--- config.mk ---
export PLATFORM = sky130hd
export DESIGN_NAME = best_match_sel
export DESIGN_NICKNAME = d
export VERILOG_FILES = /design/src/rtl/best_match_sel_pkg.sv /design/src/rtl/best_match_sel_pos_counter.sv /design/src/rtl/best_match_sel.sv
export SDC_FILE = /design/constraint.sdc
export NUM_CORES = 1
export LEC_CHECK = 0
export CAP_MARGIN = 20
export CORE_MARGIN = 8
export CORE_UTILIZATION = 45
export CTS_CLUSTER_SIZE = 40
export DETAILED_ROUTE_END_ITERATION = 10
export PLACE_DENSITY = 0.65
export REMOVE_ABC_BUFFERS = 1
export SYNTH_ARGS = -nofsm -noshare
export SYNTH_HDL_FRONTEND = slang
export SYNTH_SLANG_ARGS = --single-unit
--- constraint.sdc ---
create_clock -name clk -period 3.05 [get_ports clk]
set_clock_uncertainty 0.15 [all_clocks]
set_input_delay 0.61 -clock clk [delete_from_list [all_inputs] [get_ports clk]]
set_output_delay 0.61 -clock clk [all_outputs]
set_load 0.05 [all_outputs]
--- src/rtl/best_match_sel_pkg.sv ---
// rtl/best_match_sel_pkg.sv - shared score format, threshold default and state encoding
package best_match_sel_pkg;

  localparam int FRAC_W      = 8;
  localparam int PIX_W       = 8;
  localparam int SCORE_W_DEF = PIX_W + 13;
  localparam int THRESH_DEF  = 1 << FRAC_W;

  typedef enum logic {
    ST_IDLE  = 1'b0,
    ST_ACCUM = 1'b1
  } state_t;

endpackage

--- src/rtl/best_match_sel_pos_counter.sv ---
// rtl/best_match_sel_pos_counter.sv - raster x/y position tracker with sticky overflow
module pos_counter #(
  parameter int COLS = 640,
  parameter int ROWS = 480
) (
  input  logic                    clk,
  input  logic                    rst,
  input  logic                    clear,
  input  logic                    adv,
  output logic [$clog2(COLS)-1:0] x_nxt,
  output logic [$clog2(ROWS)-1:0] y_nxt,
  output logic                    ovf_nxt
);

  localparam int XW = $clog2(COLS);
  localparam int YW = $clog2(ROWS);

  logic [XW-1:0] x;
  logic [YW-1:0] y;
  logic          ovf;

  // Position the next non-sof sample would occupy; the top compares against it in the same cycle.
  always_comb begin
    x_nxt   = x + XW'(1);
    y_nxt   = y;
    ovf_nxt = ovf;
    if (x == XW'(COLS - 1)) begin
      x_nxt = '0;
      if (y == YW'(ROWS - 1)) begin
        y_nxt   = '0;
        ovf_nxt = 1'b1;
      end else begin
        y_nxt = y + YW'(1);
      end
    end
  end

  always_ff @(posedge clk or negedge rst) begin
    if (!rst) begin
      x   <= '0;
      y   <= '0;
      ovf <= 1'b0;
    end else if (clear) begin
      x   <= '0;
      y   <= '0;
      ovf <= 1'b0;
    end else if (adv) begin
      x   <= x_nxt;
      y   <= y_nxt;
      ovf <= ovf_nxt;
    end
  end

endmodule

--- src/rtl/best_match_sel.sv ---
// rtl/best_match_sel.sv - per-frame best score and position selector
module best_match_sel
  import best_match_sel_pkg::*;
#(
  parameter int WIDTH   = PIX_W,
  parameter int SCORE_W = WIDTH + (SCORE_W_DEF - PIX_W),
  parameter int COLS    = 640,
  parameter int ROWS    = 480,
  parameter int THRESH  = THRESH_DEF
) (
  input  logic                    clk,
  input  logic                    rst,
  input  logic [SCORE_W-1:0]      score,
  input  logic                    score_vld,
  input  logic                    sof,
  input  logic                    eof,
  output logic [SCORE_W-1:0]      best_score,
  output logic [$clog2(COLS)-1:0] best_x,
  output logic [$clog2(ROWS)-1:0] best_y,
  output logic                    found,
  output logic                    err,
  output logic                    done
);

  localparam int XW = $clog2(COLS);
  localparam int YW = $clog2(ROWS);

  state_t        state;
  logic [SCORE_W-1:0] run_max;
  logic [XW-1:0] run_x;
  logic [YW-1:0] run_y;
  logic [XW-1:0] smp_x;
  logic [YW-1:0] smp_y;
  logic          ovf_nxt;
  logic          start;
  logic          adv;
  logic          take;
  logic [SCORE_W-1:0] win_score;
  logic [XW-1:0] win_x;
  logic [YW-1:0] win_y;

  assign start = score_vld & sof;
  assign adv   = score_vld & ~sof & (state == ST_ACCUM);

  pos_counter #(
    .COLS (COLS),
    .ROWS (ROWS)
  ) u_pos (
    .clk     (clk),
    .rst     (rst),
    .clear   (start),
    .adv     (adv),
    .x_nxt   (smp_x),
    .y_nxt   (smp_y),
    .ovf_nxt (ovf_nxt)
  );

  // Strict compare keeps the earliest position on ties.
  assign take = score > run_max;

  always_comb begin
    win_score = run_max;
    win_x     = run_x;
    win_y     = run_y;
    if (take) begin
      win_score = score;
      win_x     = smp_x;
      win_y     = smp_y;
    end
  end

  always_ff @(posedge clk or negedge rst) begin
    if (!rst) begin
      state      <= ST_IDLE;
      run_max    <= '0;
      run_x      <= '0;
      run_y      <= '0;
      best_score <= '0;
      best_x     <= '0;
      best_y     <= '0;
      found      <= 1'b0;
      err        <= 1'b0;
      done       <= 1'b0;
    end else begin
      done <= 1'b0;
      if (start) begin
        run_max <= score;
        run_x   <= '0;
        run_y   <= '0;
        state   <= ST_ACCUM;
        if (eof) begin
          best_score <= score;
          best_x     <= '0;
          best_y     <= '0;
          found      <= (score >= SCORE_W'(THRESH));
          err        <= 1'b0;
          done       <= 1'b1;
          state      <= ST_IDLE;
        end
      end else if (adv) begin
        run_max <= win_score;
        run_x   <= win_x;
        run_y   <= win_y;
        if (eof) begin
          best_score <= win_score;
          best_x     <= win_x;
          best_y     <= win_y;
          found      <= (win_score >= SCORE_W'(THRESH));
          err        <= ovf_nxt;
          done       <= 1'b1;
          state      <= ST_IDLE;
        end
      end
    end
  end

endmodule

---- After elaboration in Yosys (flattened, before gate mapping) ----
Cells that the tools add are included.
operators by class
  order comparisons ....................... 3
  mux-type cells .......................... 46
  equal/unequal tests ..................... 4
  reductions and logical operators ........ 4
  add/subtract/negate cells ............... 2
  bitwise operators ....................... 4
operator list
  operator                 number
  $mux W21                 7
  $mux W10                 10
  $mux W9                  11
  $ge A21 B9 Y1 const B    2
  $gt A21 B21 Y1           1
  $mux W1                  18
  $add A10 B1 Y10 const B  1
  $eq A10 B10 Y1 const B   1
  $add A9 B1 Y9 const B    1
  $eq A9 B9 Y1 const B     1
  $ne A2 B2 Y1 const B     2
  $reduce_bool A2 Y1       2
  $and A1 B1 Y1            3
  $reduce_and A3 Y1        1
  $reduce_and A2 Y1        1
  $not A1 Y1               1
word-level totals
  logic and storage cells ................. 76
  register bits ........................... 104

---- Logic depth before layout (Yosys ltp) ----
Gate-level depths: netlist of the first run.
  depth in word-level cells ............... 7
  mapped depth ............................ 12

---- Cells and area by module ----
From an unflattened synthesis of the first run, not the netlist that was laid out.
unflattened totals
  cells, all modules ...................... 632
  area, all modules ....................... 6070.8 um2
modules (own cells, without submodules)
  module          instances  seq. area each (um2)  cells an instance  area each (um2)
  best_match_sel  1          2102.0                460                4593.2
  pos_counter     1          500.5                 172                1477.7

---- Worst setup path after synthesis of the first run ----
Ideal clock, no wire load.
  path kind ............................... input to register
  start point ............................. input port score[20]
  end point ............................... register run_max[10]
  required time ........................... 2.775 ns
  arrival ................................. 2.479 ns
  setup slack ............................. 0.296 ns
  setup time .............................. 0.125 ns
  path buffers ............................ 2
  cell stages on the path ................. 9
  cells stage by stage .................... ha_1 -> nand4_2 -> nor4_4 -> buf_6 -> nand2_2 -> a21boi_4 -> o21a_4 -> buf_6 -> mux2_4
between the ends
  word-level cells in the longest chain between the ends .. 4
ends and longest elaborated chain
  what                  RTL line               source
  start, declared       best_match_sel.sv:13   input logic [SCORE_W-1:0] score,
  $gt A21 B21 Y1        best_match_sel.sv:59   assign take = score > run_max;
  $mux W21              best_match_sel.sv:65   if (take) begin
  $mux W21              best_match_sel.sv:100  end else if (adv) begin
  $mux W21              best_match_sel.sv:86   if (start) begin
  end signal, assigned  best_match_sel.sv:87   run_max <= score;
  end signal, assigned  best_match_sel.sv:101  run_max <= win_score;
  end, declared         best_match_sel.sv:29   logic [SCORE_W-1:0] run_max;
No other way between the ends. The select of a mux whose other input is x is not followed.
A chain may end at the register's enable or synchronous reset.

---- Worst setup path after layout of the first run ----
  start point ............................. input port score[14]
  end point ............................... register run_max[18]
Same word-level chain as after synthesis.

==> results of run 1 <==
## area by class of cell
type                    instances  area [um^2]  share of cell area, %
well taps                     172        215.2                  2.917
flip-flops and latches        104         2603                  35.28
multi-input cells             417         2910                  39.45
clock inverters                 2        15.01                 0.2035
inverters                      36        135.1                  1.832
repair buffers                133         1245                  16.88
clock buffers                  14        254.0                  3.443
## stage by stage
step	utilization [%]	hold WS, ps	instance area (um^2)	worst slack (ps)	power (mW)
2_1_floorplan	-	164.4	5645	-756.4	2.753
3_3_place_gp	56.18	324.5	7089	-260.0	3.418
3_5_place_dp	56.18	319.4	7089	-356.6	3.456
4_1_cts	58.31	196.8	7358	13.04	4.562
5_1_grt	58.46	231.2	7377	-1.050	4.774
6_report	58.46	163.9	7377	87.76	4.534
## critical path, cell delays in order
cell and delay, ps:
clkdlybuf4s50_1 440, ha_1 320, nand4_1 160, nor4_4 420, buf_4 180, nand2_2 50
a21boi_4 170, o21a_4 260, buf_12 160, mux2_4 300
## final timing paths
kind	from	to	slack, ps	cells past startpoint
setup reg to reg	run_max[16]$_DFFE_PN0P_	run_max[18]$_DFFE_PN0P_	320	10
hold / removal	rst	best_score[3]$_DFFE_PN0P_	160	1
hold reg to reg	best_y[5]$_DFFE_PN0P_	best_y[5]$_DFFE_PN0P_	340	1
setup / recovery	score[14]	run_max[18]$_DFFE_PN0P_	90	10
min in group clk	best_y[5]$_DFFE_PN0P_	best_y[5]$_DFFE_PN0P_	340	1
max in group asynchronous	rst	u_pos.x[5]$_DFFE_PN0P_	1810	2
## sequential cells by signal (all words and copies together) (netlist names)
name	cells
best_score	21
best_x	10
state	1
run_x	10
err	1
run_max	21
run_y	9
done	1
u_pos.ovf	1
found	1
best_y	9
u_pos.x	10
u_pos.y	9
## cell families (layout without fill, tap and decap cells)
logic type               count (synthesis)  in the layout  share of synthesized area (%)
AO/OA/AOI/OAI                          164            164                          19.93
multiplexers                            39             39                          8.319
buffers and inverters                   72            185                          5.331
flip-flops                             104            104                          44.71
XOR/XNOR                                 9              9                          1.354
adder cells (fa/ha/maj)                 23             23                          4.944
AND/OR/NAND/NOR                        182            182                          15.41
## what timing repair did
action                                  CTS  global route
buffers inserted                          0             2
resized for setup                         0             1
hold buffers                              0             0
endpoints found under the setup margin    0            30
## Yosys cell counts, drive strengths merged, types with 13 or more instances
master  count
buf        13
a22o       13
o221a      19
ha         23
mux2i      18
clkbuf     23
nor2       16
nand2      76
mux2       21
a21oi      13
o21ai      73
nand3      33
inv        36
dfrtp     104
nand4      25
## power breakdown
part / total (mW) / internal (mW) / switching (mW)
registers: 1.70 / 1.56 / 0.138
clock network: 1.10 / 0.579 / 0.524
logic: 1.74 / 0.731 / 1.01
total: 4.53 / 2.87 / 1.67
## layout by cell type, fill, tap and decap left out, types with 4 or more instances in the layout
cell type,instances
clkbuf_16,9
a21oi_1,13
xor2_1,6
buf_4,59
buf_12,6
or2_1,4
o221ai_1,9
o31ai_1,5
o311ai_1,5
nand2_1,73
nor2_1,16
nor3_1,4
nand3_1,33
o221a_1,19
inv_1,35
o21ai_1,7
nand4_1,24
o21ai_0,65
clkdlybuf4s50_1,67
mux2i_1,18
clkbuf_1,4
a22o_1,13
nor4_1,6
ha_1,23
mux2_4,18
dfrtp_1,104
a32o_1,6
## metal layers
layer	up-vias	part of all wire, %
li1	2394	-
met2	149	49
met1	2509	44
met3	22	5.4
met4	0	1.9
met5	-	0
==> flow_metrics.env, run 1 <==
export IMPL_ys_flop_type="dfrtp_1"
export IMPL_syn_inst=593
export IMPL_dpl_cell_count=860
export IMPL_synth_edf_count=0
export IMPL_drtPass1Iterations=5
export IMPL_ant_nets=0
export IMPL_routed_via_density=5.779
export IMPL_drc_errors=0
export IMPL_startpoint_type="input pin"
export IMPL_drive_gt1_share_pct=15.30
export IMPL_tightest_slew_ps=784.3
export IMPL_crit_fanout=10
export IMPL_synth_seq_area_share_pct=44.71
export IMPL_wire_per_inst_um=18.33
export IMPL_clk_latency_ps=360
export IMPL_ioPinCount=69
export IMPL_maxCapViolCount=0
export IMPL_grtUsageMet1_pct=25.26
export IMPL_finalWirelength_mm=16.09
export IMPL_peakVddDrop_v=0.0002869
export IMPL_finalNonFillerCells=878
export IMPL_clockBufferDepth=2
export IMPL_place_port_buffers=68
export IMPL_fmax_ghz=0.3376
export IMPL_synth_area_per_cell_um2=9.815
export IMPL_critPathRequiredTime_ps=3140
export IMPL_drv_slew=0
export IMPL_grt_overflow_total=0
export IMPL_antenna_cells=0
export IMPL_top_usage_layer="met2"
export IMPL_die_width_um=129.7
export IMPL_use_met2_pct=33.81
export IMPL_yosys_area_top_type="dfrtp_1"
export IMPL_layout_worst_path_cycle_share_pct=97.12
export IMPL_fp_coreArea_um2=12620
export IMPL_grt_pass1_wl_mm=26.99
export IMPL_num_vias=5074
export IMPL_synthTopCellsByArea="dfrtp_1 (45%), o21ai_0 (5.6%), ha_1 (4.9%)"
export IMPL_crit_type="input pin to flop"
export IMPL_htreeDepth=3
export IMPL_path_clk_slew_ps=70
export IMPL_hold_path_class="input pin to asynchronous set/reset pin"
export IMPL_antenna_found_initial=0
export IMPL_synth_top_cell_area_share_pct=44.71
export IMPL_critPathCaptureType="flop"
export IMPL_synth_cell_types=54
export IMPL_fin_nets=750
export IMPL_drt_iter0_drc=481
export IMPL_grt_max_degree=59
export IMPL_cts_buffers=9
export IMPL_synth_area_um2=5821
export IMPL_die_h_um=129.7
export IMPL_arrival_ps=3050
export IMPL_setup_viol=0
export IMPL_hold_viol=0
export IMPL_syn_to_final_growth_pct=26.74
export IMPL_start_util_pct=46.12
export IMPL_p_leak_nw=3.249
export IMPL_use_met3_pct=3.509
export IMPL_outcome="finished clean"
export IMPL_dieArea_um2=16830
export IMPL_num_rows=41
export IMPL_routabilityCongestion=0.8866
export IMPL_dp_hpwl_mm=11.54
export IMPL_nFillCells=1131
export IMPL_async_reset_ff_share_pct=100.0
export IMPL_final_setup_tns_ps=0
export IMPL_ys_warn_count=0
export IMPL_cts_sinks=104
export IMPL_p_per_area_nw_per_um2=614.6
export IMPL_clock_root_buffer="clkbuf_16"
export IMPL_cts_tree="yes"
export IMPL_slew_headroom_pct=47.71
export IMPL_grt_pass1_vias=5309
export IMPL_fin_crit_ps=2962
export IMPL_grt_usage_pct=20.29
export IMPL_synth_seq_cells=104
No activity file was read; power rests on OpenSTA's default activity.
==> inputs of run 2 (changes only) <==
ABC_AREA = 1   (was default)
PLACE_DENSITY = 0.66   (was 0.65)
SLEW_MARGIN = 20   (was default)
==> flow_metrics.env, run 2 <==
export IMPL_fin_nets=804
export IMPL_cts_tree="yes"
export IMPL_peakVddDrop_v=0.0004319
export IMPL_rrSetupSlack_ps=560
export IMPL_outcome="finished clean"
export IMPL_htreeDepth=3
export IMPL_fp_coreArea_um2=11960
export IMPL_finalWirelength_mm=13.46
export IMPL_r2r_end="run_max[15]$_DFFE_PN0P_"
export IMPL_ctsHoldBuffers=0
export IMPL_final_setup_tns_ps=0
export IMPL_antenna_cells=0
export IMPL_synth_cell_types=35
export IMPL_post_cts_resized=0
export IMPL_synth_area_um2=5487
export IMPL_wire_per_inst_um=14.83
export IMPL_synth_area_per_cell_um2=8.068
export IMPL_dpl_cell_count=891
export IMPL_num_vias=4717
export IMPL_top_regs="best_score: 21 flops, run_max: 21 flops"
export IMPL_critPathRequiredTime_ps=3120
export IMPL_yosys_area_top_type="dfrtp_1"
export IMPL_tightest_slew_ps=561.7
export IMPL_max_stage_delay_ps=460
export IMPL_synth_top_cell_area_share_pct=47.43
export IMPL_antenna_found_initial=0
export IMPL_place_port_buffers=68
export IMPL_syn_to_final_growth_pct=22.01
export IMPL_drtPass1Iterations=5
export IMPL_fin_ws_ps=264.7
export IMPL_routabilityCongestion=0.8651
export IMPL_post_cts_buffers=0
export IMPL_cts_sinks=104
export IMPL_clock_root_buffer="clkbuf_16"
export IMPL_hold_viol=0
export IMPL_ys_top_cells_by_count="nand2_1 (213), dfrtp_1 (104), inv_1 (78)"
export IMPL_r2r_start="run_max[20]$_DFFE_PN0P_"
export IMPL_nFillCells=1115
export IMPL_ioPinCount=69
export IMPL_report_power_total_mw=4.998
export IMPL_grt_max_degree=61
export IMPL_setup_viol=0
export IMPL_synth_seq_cells=104
export IMPL_ant_nets=0
export IMPL_dp_hpwl_mm=9.704
export IMPL_ys_flop_type="dfrtp_1"
export IMPL_crit_fanout=17
export IMPL_slew_headroom_pct=62.55
export IMPL_critPathTopFamily="simple AND/OR/NAND/NOR gates"
export IMPL_clk_latency_ps=360
export IMPL_rsz0062_at_grt="no"
export IMPL_num_rows=40
export IMPL_synth_most_common_cell="nand2_1"
export IMPL_async_reset_ff_share_pct=100.0
export IMPL_die_width_um=126.4
export IMPL_path_clk_slew_ps=80
export IMPL_synth_edf_count=0
export IMPL_grt_overflow_total=0
export IMPL_die_h_um=126.4
export IMPL_routed_via_density=5.201
export IMPL_layout_commonest_cell="nand2_1"
export IMPL_maxCapViolCount=0
export IMPL_drv_slew=0
export IMPL_drt_iter0_drc=411
export IMPL_grt_pass1_vias=4894
export IMPL_ys_warn_count=0
export IMPL_drive_gt1_share_pct=8.947
export IMPL_synth_seq_area_share_pct=47.43
export IMPL_grt_pass1_wl_mm=23.54
export IMPL_fmax_ghz=0.3590
export IMPL_drc_errors=0
export IMPL_place_ws_ps=-145.0
export IMPL_reg2regPathDepth=14
export IMPL_startpoint_type="input pin"
export IMPL_crit_slowest_cell="clkdlybuf4s50_1"
export IMPL_fin_crit_ps=2785
export IMPL_crit_type="input pin to flop"
export IMPL_p_per_area_nw_per_um2=746.7
export IMPL_arrival_ps=2860
export IMPL_whs_ps=55.33
export IMPL_most_common_layout_cells="nand2_1 (212), dfrtp_1 (104), inv_1 (78), clkdlybuf4s50_1 (67)"
export IMPL_path_common_cell="nand2_1"
export IMPL_critPathCaptureType="flop"
export IMPL_dieArea_um2=15980
export IMPL_finalNonFillerCells=907
export IMPL_synthTopCellsByArea="dfrtp_1 (47%), nand2_1 (15%), inv_1 (5.3%)"
export IMPL_clockBufferDepth=2
export IMPL_p_leak_nw=3.146
export IMPL_cp_cell_sequence="clkdlybuf4s50_1 -> ha_1 -> nand2_1 -> inv_1 -> nand2_1 -> nand2_1 -> a21oi_1 -> nand3_2 -> nand2_4 -> inv_6 -> nand2_4 -> nor2_1 -> a21oi_1 -> o21ai_1"
export IMPL_grt_usage_pct=17.78
export IMPL_start_util_pct=45.87
export IMPL_cts_buffers=9
export IMPL_layout_worst_path_cycle_share_pct=91.32
export IMPL_hold_path_class="input pin to asynchronous set/reset pin"
export IMPL_critPathBufInv=3
export IMPL_syn_inst=680
[run 2: changes by cell type in the layout (fill, tap and decap cells not counted), moves of 17 or more]
| cell | before | now |
|---|---|---|
| buf_4 | 59 | 22 |
| o221a_1 | 19 | 0 |
| o21ai_1 | 7 | 47 |
| mux2i_1 | 18 | 0 |
| o21ai_0 | 65 | 47 |
| nand4_1 | 24 | 7 |
| o22ai_1 | 3 | 23 |
| mux2_4 | 18 | 0 |
| nand2_1 | 73 | 212 |
| inv_1 | 35 | 78 |
[run 2: cell type report]
type,count,area (um^2),area share [%]
timing repair buffer,91,875.8,13.08
sequential,104,2603,38.88
multi-input combinational,464,2412,36.04
tap,147,183.9,2.748
clock inverter,6,56.30,0.8411
inverter,85,324.1,4.841
clock buffer,10,239.0,3.570
[run 2: worst max-delay path by stage]
stage,start,end,slack (ps),depth (start not counted)
6_report,score[16],run_y[6]$_DFFE_PN0P_,260,14
5_1_grt,score[20],run_max[15]$_DFFE_PN0P_,10,14
4_1_cts,score[16],run_y[6]$_DFFE_PN0P_,240,14
3_5_place_dp,score[12],run_y[6]$_DFFE_PN0P_,-140,13
3_3_place_gp,score[16],run_y[6]$_DFFE_PN0P_,-90,14
2_1_floorplan,score_vld,best_y[7]$_DFFE_PN0P_,-1850,8
[run 2: cell families after synthesis]
family | Yosys count | share of synthesized area (%)
buffers and inverters | 112 | 8.689
XOR/XNOR | 8 | 1.277
adder cells (fa/ha/maj) | 23 | 5.245
AND/OR/NAND/NOR | 286 | 21.71
flip-flops | 104 | 47.43
AO/OA/AOI/OAI | 147 | 15.64
[run 2: where the power goes]
group | internal, mW | total [mW] | switching (mW) | leakage (nW)
combinational | 0.712 | 2.08 | 1.37 | 1.64
clock | 0.586 | 1.12 | 0.538 | 0.134
sequential | 1.64 | 1.79 | 0.150 | 1.37
total | 2.94 | 5.00 | 2.06 | 3.15
[run 2: through the flow]
step,cell area (um^2),utilization (%)
global route,6694,55.96
finish,6694,55.96
detailed placement,6399,53.49
global placement,6399,53.49
CTS,6694,55.96
floorplan,5334,-
[run 2: worst reg2reg max path, cell delays in order (launching register included)]
cell and delay [ps]:
dfrtp_1 380, inv_1 50, ha_1 290, nand2_1 80, nor2_1 160, nand2_1 110, nor2_1 110, nand2_1 90
nand3_2 110, nand2_4 110, nand2_2 110, inv_2 90, buf_4 170, o22ai_1 240, o21ai_1 100
[run 2: routing by layer]
| metal | global-route usage (%) | routed length [um] | up-vias |
|---|---|---|---|
| met4 | 3.892 | 34 | 0 |
| li1 | - | - | 2373 |
| met3 | 5.111 | 738 | 2 |
| met1 | 21.25 | 5787 | 2247 |
| met2 | 31.01 | 6894 | 95 |
| met5 | 0 | 0 | - |
